[src/rtl/mc_ctrl_fsm.sv]
// mc_ctrl_fsm: multi-cycle RV32I control FSM driving datapath selects/enables and the memory handshake
// Define MC_CTRL_PERF_CNT_EN to build the cycle/instret counters; otherwise both read 0.
module mc_ctrl_fsm #(
  parameter int STATE_W = 4,
  parameter int CNT_W = 32
) (
  input  logic             clk,
  input  logic             rst_n,
  input  logic [6:0]       op,
  input  logic             mem_ready,
  input  logic             resume,
  output logic             mem_req,
  output logic             AdrSrc,
  output logic             IRWrite,
  output logic             PCWrite,
  output logic             Branch,
  output logic             MemWrite,
  output logic             RegWrite,
  output logic [1:0]       ResultSrc,
  output logic [1:0]       ALUSrcA,
  output logic [1:0]       ALUSrcB,
  output logic [1:0]       ALUOp,
  output logic [2:0]       ImmSrc,
  output logic             halted,
  output logic             illegal,
  output logic [CNT_W-1:0] cycle_cnt,
  output logic [CNT_W-1:0] instret_cnt
);
  localparam logic [6:0] OP_LOAD = 7'b0000011;
  localparam logic [6:0] OP_STORE = 7'b0100011;
  localparam logic [6:0] OP_R = 7'b0110011;
  localparam logic [6:0] OP_I = 7'b0010011;
  localparam logic [6:0] OP_BR = 7'b1100011;
  localparam logic [6:0] OP_JAL = 7'b1101111;
  localparam logic [6:0] OP_JALR = 7'b1100111;
  localparam logic [6:0] OP_LUI = 7'b0110111;
  localparam logic [6:0] OP_AUIPC = 7'b0010111;
  localparam logic [6:0] OP_SYS = 7'b1110011;
  typedef enum logic [STATE_W-1:0] {
    FETCH, DECODE, MEMADR, MEMREAD, MEMWB, MEMWRITE, EXECUTER, EXECUTEI,
    ALUWB, BRANCH, JAL, JALR, LUI, HALT, TRAP
  } state_t;
  state_t state, state_nx, dec_nx;
  always_ff @(posedge clk or negedge rst_n)
    if (!rst_n) state <= FETCH;
    else state <= state_nx;
  assign dec_nx = (op == OP_LOAD || op == OP_STORE) ? MEMADR :
                  op == OP_R     ? EXECUTER :
                  op == OP_I     ? EXECUTEI :
                  op == OP_BR    ? BRANCH :
                  op == OP_JAL   ? JAL :
                  op == OP_JALR  ? JALR :
                  op == OP_LUI   ? LUI :
                  op == OP_AUIPC ? ALUWB :
                  op == OP_SYS   ? HALT : TRAP;
  assign ImmSrc = op == OP_STORE ? 3'b001 :
                  op == OP_BR    ? 3'b010 :
                  op == OP_JAL   ? 3'b011 :
                  (op == OP_LUI || op == OP_AUIPC) ? 3'b100 : 3'b000;
  always_comb begin
    state_nx = state;
    mem_req = 1'b0;
    AdrSrc = 1'b0;
    IRWrite = 1'b0;
    PCWrite = 1'b0;
    Branch = 1'b0;
    MemWrite = 1'b0;
    RegWrite = 1'b0;
    ResultSrc = 2'b00;
    ALUSrcA = 2'b00;
    ALUSrcB = 2'b00;
    ALUOp = 2'b00;
    halted = 1'b0;
    illegal = 1'b0;
    case (state)
      FETCH: begin
        mem_req = 1'b1;
        ALUSrcB = 2'b10;
        ResultSrc = 2'b10;
        IRWrite = mem_ready;
        PCWrite = mem_ready;
        state_nx = mem_ready ? DECODE : FETCH;
      end
      DECODE: begin
        ALUSrcA = 2'b01;
        ALUSrcB = 2'b01;
        state_nx = dec_nx;
      end
      MEMADR: begin
        ALUSrcA = 2'b10;
        ALUSrcB = 2'b01;
        state_nx = op == OP_LOAD ? MEMREAD : MEMWRITE;
      end
      MEMREAD: begin
        mem_req = 1'b1;
        AdrSrc = 1'b1;
        state_nx = mem_ready ? MEMWB : MEMREAD;
      end
      MEMWB: begin
        ResultSrc = 2'b01;
        RegWrite = 1'b1;
        state_nx = FETCH;
      end
      MEMWRITE: begin
        mem_req = 1'b1;
        AdrSrc = 1'b1;
        MemWrite = 1'b1;
        state_nx = mem_ready ? FETCH : MEMWRITE;
      end
      EXECUTER: begin
        ALUSrcA = 2'b10;
        ALUOp = 2'b10;
        state_nx = ALUWB;
      end
      EXECUTEI: begin
        ALUSrcA = 2'b10;
        ALUSrcB = 2'b01;
        ALUOp = 2'b10;
        state_nx = ALUWB;
      end
      ALUWB: begin
        RegWrite = 1'b1;
        state_nx = FETCH;
      end
      BRANCH: begin
        ALUSrcA = 2'b10;
        ALUOp = 2'b01;
        Branch = 1'b1;
        state_nx = FETCH;
      end
      JAL: begin
        ALUSrcA = 2'b01;
        ALUSrcB = 2'b10;
        PCWrite = 1'b1;
        state_nx = ALUWB;
      end
      JALR: begin
        ALUSrcA = 2'b10;
        ALUSrcB = 2'b01;
        state_nx = JAL;
      end
      LUI: begin
        ALUSrcA = 2'b11;
        ALUSrcB = 2'b01;
        state_nx = ALUWB;
      end
      HALT: begin
        halted = 1'b1;
        state_nx = resume ? FETCH : HALT;
      end
      TRAP: illegal = 1'b1;
      default: state_nx = FETCH;
    endcase
    // reset must kill in-flight strobes before the clock edge, not after it
    if (!rst_n) begin
      mem_req = 1'b0;
      IRWrite = 1'b0;
      PCWrite = 1'b0;
      RegWrite = 1'b0;
      MemWrite = 1'b0;
      Branch = 1'b0;
    end
  end
`ifdef MC_CTRL_PERF_CNT_EN
  logic retire;
  assign retire = state_nx == FETCH &&
                  (state == MEMWB || state == MEMWRITE || state == ALUWB || state == BRANCH);
  always_ff @(posedge clk or negedge rst_n)
    if (!rst_n) begin
      cycle_cnt <= '0;
      instret_cnt <= '0;
    end else begin
      if (state != HALT && state != TRAP) cycle_cnt <= cycle_cnt + CNT_W'(1);
      if (retire) instret_cnt <= instret_cnt + CNT_W'(1);
    end
`else
  assign cycle_cnt = '0;
  assign instret_cnt = '0;
`endif
endmodule
[config.mk]
export PLATFORM = sky130hd
export DESIGN_NAME = mc_ctrl_fsm
export DESIGN_NICKNAME = d
export VERILOG_FILES = /design/src/rtl/mc_ctrl_fsm.sv
export SDC_FILE = /design/constraint.sdc
export NUM_CORES = 1
export LEC_CHECK = 0
export CAP_MARGIN = 40
export CORE_MARGIN = 4
export CORE_UTILIZATION = 37
export CTS_BUF_LIST = sky130_fd_sc_hd__clkbuf_4
export DETAILED_ROUTE_END_ITERATION = 7
export MAX_ROUTING_LAYER = met4
export PLACE_DENSITY = 0.85
export SLEW_MARGIN = 5
export SYNTH_ARGS = -nofsm -noshare
export SYNTH_HDL_FRONTEND = slang
export SYNTH_SLANG_ARGS = --single-unit
export TNS_END_PERCENT = 30
[constraint.sdc]
create_clock -name clk -period 2.7 [get_ports clk]
set_input_delay 0.54 -clock clk [delete_from_list [all_inputs] [get_ports clk]]
set_output_delay 0.54 -clock clk [all_outputs]
set_load 0.02 [all_outputs]
==> results of run 1 <==
-- Yosys cell counts, types with 4 or more instances --
library cell / count
nor2_1: 10
nand3_1: 5
o21ai_0: 5
nand2b_1: 4
a21oi_1: 8
dfrtp_1: 4
buf_4: 65
xor2_1: 4
clkbuf_1: 4
nand2_1: 7
nor3_1: 7
-- kinds of logic (layout without fill, tap and decap cells) --
group,Yosys count,after routing,synth area share
and+or+nand+nor,54,54,0.248
DFF,4,4,0.0821
buffers and inverters,79,50,0.465
muxes,2,2,0.0164
AOI/OAI and AO/OA,27,27,0.150
other,1,64,0.00307
xor gates and xnor gates,5,5,0.0359
-- power groups by stage --
| stage | clock [uW] | sequential (uW) | combinational (uW) |
|---|---|---|---|
| final | 72.8 | 181 | 795 |
| after global routing | 85.1 | 193 | 859 |
| after CTS | 77.2 | 174 | 795 |
| after detailed placement | 0 | 173 | 795 |
| after global placement | 0 | 170 | 781 |
| after floorplan | 0 | 90.4 | 690 |
-- metal layers --
layer	wire length [microns]	up-vias	global-route usage
li1	-	525	-
met1	1010	467	0.136
met2	1250	61	0.174
met3	253	0	0.0137
met4	0	0	0.0389
met5	0	-	-
-- worst reg2reg max path, delay by kind of cell, from the launching register on --
family,cells,cell delay [ps]
and+or+nand+nor,2,240
DFF,1,460
AOI/OAI and AO/OA,2,420
buffers and inverters,2,350
-- final cells by class --
type                            instances  area share
Clock buffer                            3      0.0162
Inverter                                3     0.00809
Timing Repair Buffer                   44       0.290
Multi-Input combinational cell        152       0.571
Sequential cell                         4      0.0746
Tap cell                               44      0.0396
-- what timing repair did --
action | in CTS | in global routing
endpoints found under the setup margin | 2 | 4
hold buffers | 0 | 0
resized for setup | 2 | 4
-- metrics by stage --
step / hold slack (ps) / setup slack (ps) / util / power [uW]
after floorplan: 244 / 540 / - / 781
after global placement: 740 / 44.1 / 0.439 / 951
after detailed placement: 744 / 10.6 / 0.439 / 968
after CTS: 741 / 33.7 / 0.446 / 1050
after global routing: 762 / -0.515 / 0.448 / 1140
final: 739 / 57.9 / 0.448 / 1050
-- placed cells by master, fill, tap and decap left out, types with 4 or more instances in the layout --
master	synthesis	layout
nor3_1	7	7
a21oi_1	8	8
o21ai_0	5	5
nand2b_1	4	4
nor2_1	10	10
nand2_1	7	7
nand3_1	5	5
conb_1	1	64
clkdlybuf4s50_1	0	29
xor2_1	4	4
buf_4	65	14
-- worst min-delay path by stage --
stage	start	cells after the start	to
after CTS	rst_n	2	state[3]
after global placement	state[1]	2	state[3]
after global routing	rst_n	2	state[0]
final	state[0]	3	state[1]
after detailed placement	state[1]	2	state[3]
after floorplan	rst_n	0	state[0]
==> results.md, run 1 <==
- Layout area overhead: 14.1%
- Synth Cell Area: 0.00122 sq mm
- Avg Inst Size Synth: 7.09 sq um
- Critical Path End: ImmSrc[1]
- Part of the power in the clock network: 0.069
- Worst VDD drop: slightly above 200 uV
- Leak: 0.000667 uW
- Synth Flop Type: dfrtp_1
- Top-area cell type share of the netlist area: 0.400
- Register bit total from synthesis: 4
- CP top delay family: buffers and inverters
- Avg WL per Cell: a little over 10 microns
- Post-route insts no fill: 250
- Post-CTS Setup Inserts: 0
- Min-delay worst type: reg2reg
- Slowest stage delay, CP: 650 ps
- Critical-path top delay cell: clkdlybuf4s50_1
- I/O pins: 95
- Top flop regs: state x4
- Largest area contributor in the synthesized netlist: buf_4
- Net Sw Frac: 0.522
- Synth area leaders: buf_4 40%, dfrtp_1 8.2%, a21oi_1 3.3%
- Antenna violations before repair: 0
- Grt total ovfl: 0
- # fillers: 336
- Period utilization: 0.979
- H-tree levels: 1
- Vias: between 1000 and 1500
- Number of max-cap violations: 0
- FFs w/ async S/R, synth: 1.00
- Nets: ~220
- Post-synthesis cell type count: 44
- Reg area: between 100 and 150 sq um
- Comb pwr share: 0.758
- EDFF count, synth: 0
- Final Max Slew Viols: 0
- Proportion of layout cells with a drive suffix above 1: 0.126
- Setup TNS: 0 ps
- Detail Route Antenna Nets: 0
- Fmax: between 300 and 400 MHz
- Yosys warning count: 0
- Latest clock arrival within the worst-skew pair: 230 ps
- Worst path cell trace: clkdlybuf4s50_1 -> buf_4 -> xor2_1 -> nor3_1 -> clkdlybuf4s50_1
- CTS buffer count: 3
- Outcome: finished clean
- DR DRC count: 0
- Worst r2r path cells: 6
- WP data arrival: ~2100 ps
- CP startpoint: op[2]
- Core ar.: approximately 0.0031 sq mm
- Hold Vio Cnt, Final: 0
- Router iterations before antenna repair: 4
- # port buffers: 30
- Largest Register: state
- Sequential share of power: 0.172
- Dpl cell area: ~0.0014 sq mm
- Number of flip-flops in the largest register: 4
- PwrDens: approximately 750 mW/mm^2
- Starting DRT DRC Count: 79
- Via count of the first global-routing pass: between 800 and 900
- Final GP Congestion: between 0.8 and 0.9
- Max Buffers Root-to-Sink: 2
- CP max FO: 8
- WL final: around 2500 microns
- First-pass GRT wire length: 3670 microns
- Via density: ~4.2
- CP most frequent cell: clkdlybuf4s50_1
- CP bufs+invs: 3
- WS Path Type: in2out
- R2R setup slack: about 1100 ps
- Final setup fails: 0
- Synth Instances: approximately 170
- Die H: roughly 65 microns
- Hpwl dp: roughly 2100 microns
- P_int: 501 uW
- Root buffer cell: clkbuf_4
- Post-synthesis sequential area ratio: 0.0821
- Total clock sinks: 4
- Min cycle time layout: between 2000 and 3000 ps
- Reg-to-Reg Start: state[0]
- WP data required: 2160 ps
- Largest net degree at the start of global routing: 22
- Die Area: between 0.004 and 0.005 sq mm
- Sw Pwr: around 550 uW
- N_diodes: 0
- Reg clk slew, reported paths: approximately 40 ps
- TritonCTS clock tree: done
- Worst path depth: 5
- GRT Total Usage: 0.107
- Row cnt: 20
- Die Span X: between 60 and 70 microns
- CP endpoint kind: primary output
- Post-Layout Inst Area: 0.00139 sq mm
- Clk_skew: roughly 1.9 ps
- Initial core utilization: 0.393
- R2R Path End: state[2]
- Area occupied by multi-input gates: 795 sq um
- CP startpoint kind: primary input
- Dpl cells: 247
Note: power is estimated with default switching activity, not from simulation.
==> run 2: changes to the inputs <==
Settings changed: CAP_MARGIN 40 to not set.
==> results of run 2 <==
No change in the layout: final DEF, timing and power equal those of run 1.
